## config.mk

```make
export PLATFORM = sky130hd
export DESIGN_NAME = jtkicker_sprgen_flat
export DESIGN_NICKNAME = d
export VERILOG_FILES = /design/src/rtl/jtkicker_sprgen_if.sv /design/src/rtl/jtkicker_sprgen.sv /design/src/flat_wrapper.sv
export SDC_FILE = /design/constraint.sdc
export NUM_CORES = 1
export LEC_CHECK = 0
export CELL_PAD_IN_SITES_DETAIL_PLACEMENT = 1
export CELL_PAD_IN_SITES_GLOBAL_PLACEMENT = 1
export CORE_MARGIN = 1
export CORE_UTILIZATION = 46
export CTS_CLUSTER_DIAMETER = 30
export DETAILED_ROUTE_END_ITERATION = 12
export MAX_ROUTING_LAYER = met4
export PLACE_DENSITY_LB_ADDON = 0.1
export SKIP_LAST_GASP = 1
export SLEW_MARGIN = 5
export SYNTH_ARGS = -nofsm -noshare
export SYNTH_HDL_FRONTEND = slang
export SYNTH_SLANG_ARGS = --single-unit
```

## constraint.sdc

```tcl
create_clock -name clk -period 5.95 [get_ports clk]
set_input_delay 0.8925 -clock clk [delete_from_list [all_inputs] [get_ports clk]]
set_output_delay 0.8925 -clock clk [all_outputs]
set_load 0.1 [all_outputs]
```

## src/rtl/jtkicker_sprgen_if.sv

```systemverilog
// rtl/jtkicker_sprgen_if.sv - object table, sprite ROM and line buffer bus of the sprite engine
// Ports (master = sprite engine, slave = memories):
//   obj_addr/obj_data        object table read, {index, byte}
//   rom_addr/rom_cs/rom_ok/rom_data  graphics ROM request and 8-pixel response
//   buf_addr/buf_data/buf_we line buffer write
interface jtkicker_sprgen_if #(
  parameter int OBJW = 5,
  parameter int CW   = 8,
  parameter int BPP  = 4,
  parameter int PALW = 4
);
  logic [OBJW+1:0]      obj_addr;
  logic [7:0]           obj_data;
  logic [CW+4:0]        rom_addr;
  logic                 rom_cs;
  logic                 rom_ok;
  logic [8*BPP-1:0]     rom_data;
  logic [7:0]           buf_addr;
  logic [PALW+BPP-1:0]  buf_data;
  logic                 buf_we;

  modport master (
    output obj_addr, rom_addr, rom_cs, buf_addr, buf_data, buf_we,
    input  obj_data, rom_ok, rom_data
  );

  modport slave (
    input  obj_addr, rom_addr, rom_cs, buf_addr, buf_data, buf_we,
    output obj_data, rom_ok, rom_data
  );
endinterface

```

## src/rtl/jtkicker_sprgen.sv

```systemverilog
// rtl/jtkicker_sprgen.sv - per-scanline sprite scanner and line buffer drawer
// Ports:
//   rst      asynchronous reset, active-high
//   clk      system clock
//   cen      step enable, all state advances only on cen
//   hinit    start of line; also aborts and restarts a scan in progress
//   vrender  line being prepared
//   bus      object table / ROM / line buffer bus (master side)
//   busy     scan or draw in progress
//   ovf      per-line sprite limit reached, held until next hinit
module jtkicker_sprgen #(
  parameter int OBJW    = 5,
  parameter int CW      = 8,
  parameter int BPP     = 4,
  parameter int PALW    = 4,
  parameter int MAXLINE = 8,
  parameter int XMIN    = 24,
  parameter int HOFFSET = 6
) (
  input  logic                rst,
  input  logic                clk,
  input  logic                cen,
  input  logic                hinit,
  input  logic [7:0]          vrender,
  jtkicker_sprgen_if.master   bus,
  output logic                busy,
  output logic                ovf
);

  typedef enum logic [3:0] {
    IDLE, RD_Y, RD_CODE, RD_ATTR, RD_X, CHECK, FETCH, WRITE, NEXT
  } state_t;

  localparam logic [OBJW:0] MAXL = (OBJW+1)'(MAXLINE);

  state_t            state, next_state;
  logic [OBJW-1:0]   idx;
  logic [1:0]        bsel;
  logic [7:0]        ypos, xpos;
  logic [CW-1:0]     code;
  logic [PALW-1:0]   pal;
  logic              vflip, hflip;
  logic              half, second;
  logic [2:0]        cnt;
  logic [8*BPP-1:0]  pixels;
  logic [OBJW:0]     drawn;
  logic [7:0]        waddr;
  logic [CW+4:0]     rom_addr_r;
  logic              ovf_r;
  logic              hinit_pend;

  // A one-clk hinit may fall between cen steps, so it is held until consumed.
  logic start;
  assign start = cen & (hinit | hinit_pend);

  logic [7:0]     dy;
  logic [3:0]     row;
  logic           draw;
  logic [2:0]     pix_sel;
  logic [BPP-1:0] pix;

  assign dy      = vrender - ypos;
  assign row     = dy[3:0] ^ {4{vflip}};
  assign draw    = (dy[7:4] == 4'd0) && (xpos > 8'(XMIN));
  // Step order is always 0..7; hflip only reverses which pixel is taken.
  assign pix_sel = hflip ? ~cnt : cnt;
  assign pix     = pixels[32'(pix_sel)*BPP +: BPP];

  assign bus.obj_addr = {idx, bsel};
  assign bus.rom_addr = rom_addr_r;
  assign bus.buf_addr = waddr;
  assign bus.buf_data = {pal, pix};
  assign ovf          = ovf_r;

  always_ff @(posedge clk or posedge rst) begin
    if (rst) state <= IDLE;
    else     state <= next_state;
  end

  always_comb begin
    next_state  = state;
    busy        = (state != IDLE);
    bus.rom_cs  = (state == FETCH);
    // Suppressed on the abort step so nothing is written after hinit.
    bus.buf_we  = (state == WRITE) && cen && !start && (pix != '0);
    if (cen) begin
      if (start) next_state = RD_Y;
      else begin
        case (state)
          IDLE:    next_state = IDLE;
          RD_Y:    next_state = RD_CODE;
          RD_CODE: next_state = RD_ATTR;
          RD_ATTR: next_state = RD_X;
          RD_X:    next_state = CHECK;
          CHECK:   next_state = draw ? FETCH : NEXT;
          FETCH:   if (bus.rom_ok) next_state = WRITE;
          WRITE:   if (cnt == 3'd7) next_state = second ? NEXT : FETCH;
          NEXT:    next_state = (drawn == MAXL || idx == '1) ? IDLE : RD_Y;
          default: next_state = IDLE;
        endcase
      end
    end
  end

  always_ff @(posedge clk or posedge rst) begin
    if (rst) begin
      idx <= '0; bsel <= '0; ypos <= '0; xpos <= '0; code <= '0;
      pal <= '0; vflip <= 1'b0; hflip <= 1'b0; half <= 1'b0; second <= 1'b0;
      cnt <= '0; pixels <= '0; drawn <= '0; waddr <= '0; rom_addr_r <= '0;
      ovf_r <= 1'b0; hinit_pend <= 1'b0;
    end else begin
      hinit_pend <= cen ? 1'b0 : (hinit_pend | hinit);
      if (cen) begin
        if (start) begin
          idx   <= '0;
          bsel  <= '0;
          drawn <= '0;
          ovf_r <= 1'b0;
        end else begin
          case (state)
            RD_Y: begin
              ypos <= ~bus.obj_data;
              bsel <= bsel + 2'd1;
            end
            RD_CODE: begin
              code <= CW'(bus.obj_data);
              bsel <= bsel + 2'd1;
            end
            RD_ATTR: begin
              pal   <= bus.obj_data[PALW-1:0];
              hflip <= bus.obj_data[6];
              vflip <= bus.obj_data[7];
              bsel  <= bsel + 2'd1;
            end
            RD_X: begin
              xpos <= bus.obj_data;
              bsel <= bsel + 2'd1;
            end
            CHECK: if (draw) begin
              half       <= hflip;
              second     <= 1'b0;
              waddr      <= xpos + 8'(HOFFSET) + (hflip ? 8'd15 : 8'd0);
              rom_addr_r <= {code, row, hflip};
            end
            FETCH: if (bus.rom_ok) begin
              pixels <= bus.rom_data;
              cnt    <= '0;
            end
            WRITE: begin
              cnt   <= cnt + 3'd1;
              waddr <= hflip ? waddr - 8'd1 : waddr + 8'd1;
              if (cnt == 3'd7) begin
                if (!second) begin
                  second     <= 1'b1;
                  half       <= ~half;
                  rom_addr_r <= {code, row, ~half};
                end else begin
                  drawn <= drawn + 1'b1;
                end
              end
            end
            NEXT: begin
              if (drawn == MAXL) ovf_r <= 1'b1;
              else if (idx != '1) idx <= idx + 1'b1;
            end
            default: ;
          endcase
        end
      end
    end
  end

endmodule

```

## src/flat_wrapper.sv

```systemverilog
// flat-port wrapper written by rule: the top's interface ports become plain ports
module jtkicker_sprgen_flat 
#(
  parameter int OBJW    = 5,
  parameter int CW      = 8,
  parameter int BPP     = 4,
  parameter int PALW    = 4,
  parameter int MAXLINE = 8,
  parameter int XMIN    = 24,
  parameter int HOFFSET = 6
)
  (rst, clk, cen, hinit, vrender, busy, ovf, bus_obj_addr, bus_rom_addr, bus_rom_cs, bus_buf_addr, bus_buf_data, bus_buf_we, bus_obj_data, bus_rom_ok, bus_rom_data);
  jtkicker_sprgen_if #(.OBJW(OBJW), .CW(CW), .BPP(BPP), .PALW(PALW)) bus_i ();
  input  logic rst;
  input  logic clk;
  input  logic cen;
  input  logic hinit;
  input  logic [7:0] vrender;
  output logic busy;
  output logic ovf;
  output wire logic [$bits(bus_i.obj_addr)-1:0] bus_obj_addr;
  output wire logic [$bits(bus_i.rom_addr)-1:0] bus_rom_addr;
  output wire logic [$bits(bus_i.rom_cs)-1:0] bus_rom_cs;
  output wire logic [$bits(bus_i.buf_addr)-1:0] bus_buf_addr;
  output wire logic [$bits(bus_i.buf_data)-1:0] bus_buf_data;
  output wire logic [$bits(bus_i.buf_we)-1:0] bus_buf_we;
  input wire logic [$bits(bus_i.obj_data)-1:0] bus_obj_data;
  input wire logic [$bits(bus_i.rom_ok)-1:0] bus_rom_ok;
  input wire logic [$bits(bus_i.rom_data)-1:0] bus_rom_data;
  assign bus_obj_addr = bus_i.obj_addr;
  assign bus_rom_addr = bus_i.rom_addr;
  assign bus_rom_cs = bus_i.rom_cs;
  assign bus_buf_addr = bus_i.buf_addr;
  assign bus_buf_data = bus_i.buf_data;
  assign bus_buf_we = bus_i.buf_we;
  assign bus_i.obj_data = bus_obj_data;
  assign bus_i.rom_ok = bus_rom_ok;
  assign bus_i.rom_data = bus_rom_data;
  jtkicker_sprgen #(.OBJW(OBJW), .CW(CW), .BPP(BPP), .PALW(PALW), .MAXLINE(MAXLINE), .XMIN(XMIN), .HOFFSET(HOFFSET)) u_core (.rst(rst), .clk(clk), .cen(cen), .hinit(hinit), .vrender(vrender), .bus(bus_i), .busy(busy), .ovf(ovf));
endmodule
```

==> flow_metrics.py <==
metrics = {
    "outcome": {
        "outcome": "complete, no violations",
    },
    "clocking": {
        "cts_buffers": 9,
        "cts_sinks": 106,
        "cts_setup_buffers": 0,
        "cts_tree": "done",
        "path_clk_slew_ns": 0.07,
        "insertion_delay_ns": 0.36,
        "clockRootBuffer": "clkbuf_16",
        "cts_hold_buf": 0,
        "cts_resized": 0,
        "htreeDepth": 3,
        "cts_buffer_depth": 2,
    },
    "route": {
        "via_per_inst": 5.53,
        "m1WireLength_mm": 6.51,
        "drt_iter0_drc": 139,
        "drc": 0,
        "dr_wl_met2_mm": 7.38,
        "top_layer": "met4",
        "wl_mm": 14.7,
        "dr.pass1.iters": 4,
        "wl_met3_um": 585,
        "post_drt_wl_per_cell_um": 17.9,
        "ant_nets": 0,
        "vias": 4547,
    },
    "sta": {
        "min_period_ns": 4.54,
        "worstMarginPinSlew_ns": 0.991,
        "period_share_pct": 76.2,
        "fmax_ghz": 0.220,
        "grt_setup_unrepaired": "no",
        "hold_viol_final": 0,
        "max-slew-margin-rel_pct": 33.7,
        "finalMaxSlewViolations": 0,
        "skew_ns": 0.00877,
        "finalSetupTns_ns": 0,
        "setup_viol": 0,
    },
    "power_and_ir_drop": {
        "p_sw_share_pct": 45.3,
        "p_int_mw": 1.58,
        "totalPowerFinal_mw": 2.89,
        "comb_power_share_pct": 46.7,
        "powerDensity_mw_per_mm2": 401,
        "leakage_nw": 3.30,
        "ir_worst_vdd_uv": 350,
        "pwr-share-clk_pct": 21.7,
        "p_sw_mw": 1.31,
        "pwr-share-seq_pct": 31.6,
    },
    "logic_synthesis": {
        "syn_inst": 567,
        "ys_types": 53,
        "ys_top_cells_by_area": "dfrtp_1, mux2_2, ha_1, nand2_1, o21ai_0",
        "synth_ff_type": "dfrtp_1",
        "synth_nets": 651,
        "yosysTopAreaCell": "dfrtp_1",
        "ys_seq_area_share_pct": 45.3,
        "async_reset_ff_share_pct": 100,
        "synth_edf_count": 0,
        "yosys_warnings": 0,
        "ys_seq_elements": 106,
        "yosys.area.top_type_share_pct": 45.3,
        "syn_area_mm2": 0.00586,
        "syn_avg_cell_area_um2": 10.3,
    },
    "floorplan": {
        "dieArea_mm2": 0.0132,
        "core-area_mm2": 0.0122,
        "die_w_um": 115,
        "io_pins": 93,
        "start_util_pct": 48.0,
        "fp-row-count": 40,
        "die_h_um": 115,
    },
    "place": {
        "gp_congestion": 0.820,
        "port_buffers": 92,
        "hpwl_mm": 10.5,
    },
    "setup_path": {
        "reg2reg_to": "u_core.bus.rom_addr[10]",
        "crit_fanout": 19,
        "crit_start": "u_core.hflip",
        "reg2reg_slack_ns": 2.47,
        "cp_top_family": "buffers and inverters",
        "cp.arrival_ns": 3.64,
        "worstPathRequired_ns": 5.06,
        "reg2reg_depth": 8,
        "crit_chain": "xnor2_1 -> nand2_1 -> nand3_1 -> nand2_1 -> o21ai_0 -> clkdlybuf4s50_1",
        "reg2reg_from": "u_core.ypos[0]",
        "start_kind": "flop",
        "crit_path_end_kind": "output port",
        "crit_path_frequent_cell": "nand2_1",
        "cp.buffers_inverters": 1,
        "worstSetupPathType": "reg2out",
        "critPathSlowestCell": "clkdlybuf4s50_1",
        "slowest_delay_ns": 1.21,
    },
    "layout": {
        "register_area_mm2": 0.00265,
        "final_common_cell": "dfrtp_1",
        "fillCellCount": 1364,
        "mostFrequentLayoutCells": "dfrtp_1, clkdlybuf4s50_1, mux2_2, nand2_1, o21ai_0",
        "syn_to_final_growth_pct": 22.9,
        "multi_input_area_mm2": 0.00298,
        "nets": 733,
        "layout-drive-gt1-share_pct": 15.0,
        "num_antenna_cells": 0,
    },
    "run": {
        "cap_violations": 0,
    },
    "global_routing": {
        "grt_pass1_vias": 4804,
        "antenna_found_initial": 0,
        "grt_pass1_wl_mm": 24.3,
        "grt_overflow_total": 0,
        "grtUsageTotal_pct": 24.7,
        "grt_max_degree": 75,
    },
    "hold_path": {
        "min_from": "u_core.ypos[5]",
        "hold_path.class": "reg2reg",
        "hold_depth": 2,
        "min_to": "u_core.ypos[5]",
    },
}
[power groups by stage]
| stage | Sequential [mW] | Clock (mW) | Combinational [mW] |
|---|---|---|---|
| CTS | 0.912 | 0.645 | 1.36 |
| floorplan | 1.16 | 0 | 0.775 |
| finish | 0.913 | 0.627 | 1.35 |
| detailed placement | 0.925 | 0 | 1.33 |
| global route | 0.928 | 0.665 | 1.45 |
| global placement | 0.918 | 0 | 1.30 |
[cell families (layout without fill, tap and decap cells)]
family / after synthesis / count (layout) / share of synthesized area [%]
fa+ha+maj: 31 / 31 / 7.00
xor+xnor: 24 / 24 / 3.59
flops: 106 / 106 / 45.3
mux: 73 / 73 / 14.6
buf+inv: 52 / 139 / 3.95
compound gates: 116 / 116 / 12.6
simple gates: 165 / 165 / 13.1
[synth_stat cells, drive strengths merged (2+ instances only)]
master / n
mux2i: 2
buf: 11
a211oi: 2
o31ai: 2
xnor2: 14
nand4: 3
o22a: 3
and2: 2
nand2: 58
inv: 27
o211ai: 3
mux2: 71
xor2: 10
nand2b: 10
nor4: 4
and4: 4
or2: 2
ha: 28
o21ai: 43
o221ai: 6
fa: 3
a31oi: 7
dfrtp: 106
nor2: 38
clkbuf: 14
a21o: 6
o2111ai: 2
nand3: 20
nor3: 14
a21oi: 21
o22ai: 10
nor2b: 5
o31a: 2
and3: 4
[flip-flops by register name, summed over array words and instances (netlist names), 2 cells and up]
name                 flops
u_core.xpos              8
u_core.bsel              2
u_core.bus.rom_addr     13
u_core.code              8
u_core.drawn             6
u_core.state             4
u_core.bus.buf_addr      8
u_core.idx               5
u_core.cnt               3
u_core.pixels           32
u_core.ypos              8
u_core.pal               4
[per-stage QoR]
step	instance area [um^2]	util [%]	worst slack, ns	std cells	hold slack (ns)
2_1_floorplan	5860	-	0.00827	567	0.450
3_3_place_gp	6890	56.4	1.60	806	0.466
3_5_place_dp	6890	56.4	1.43	806	0.482
4_1_cts	7200	59.0	1.43	822	0.501
5_1_grt	7200	59.0	1.22	822	0.518
6_report	7200	59.0	1.41	822	0.496
[worst min-delay path, cell delays in order (launching register included)]
cell and delay (ns):
dfrtp_1 0.35, nand2_1 0.05, o21ai_0 0.06
[area by class of cell]
cell class | count | area share (%)
well taps | 168 | 2.92
flip-flops and latches | 106 | 36.8
clock inverters | 7 | 1.16
multi-input cells | 409 | 41.3
inverters | 27 | 1.44
clock buffers | 9 | 3.13
repair buffers | 96 | 13.2
[metal layers]
layer / vias up / track usage, %
li1: 2174 / -
met1: 2259 / 30.0
met2: 95 / 41.4
met3: 19 / 5.38
met4: 0 / 7.10
met5: - / -
[worst max-delay path by stage]
stage | to | slack [ns] | cells past startpoint
after floorplan | bus_buf_we | 0.008 | 8
after global placement | u_core.bus.rom_addr[12] | 1.60 | 10
after detailed placement | u_core.bus.rom_addr[10] | 1.43 | 10
after CTS | bus_buf_data[2] | 1.43 | 6
after global routing | bus_buf_data[1] | 1.22 | 6
final | bus_buf_data[2] | 1.41 | 6
Power figures use the tool's default switching activity.
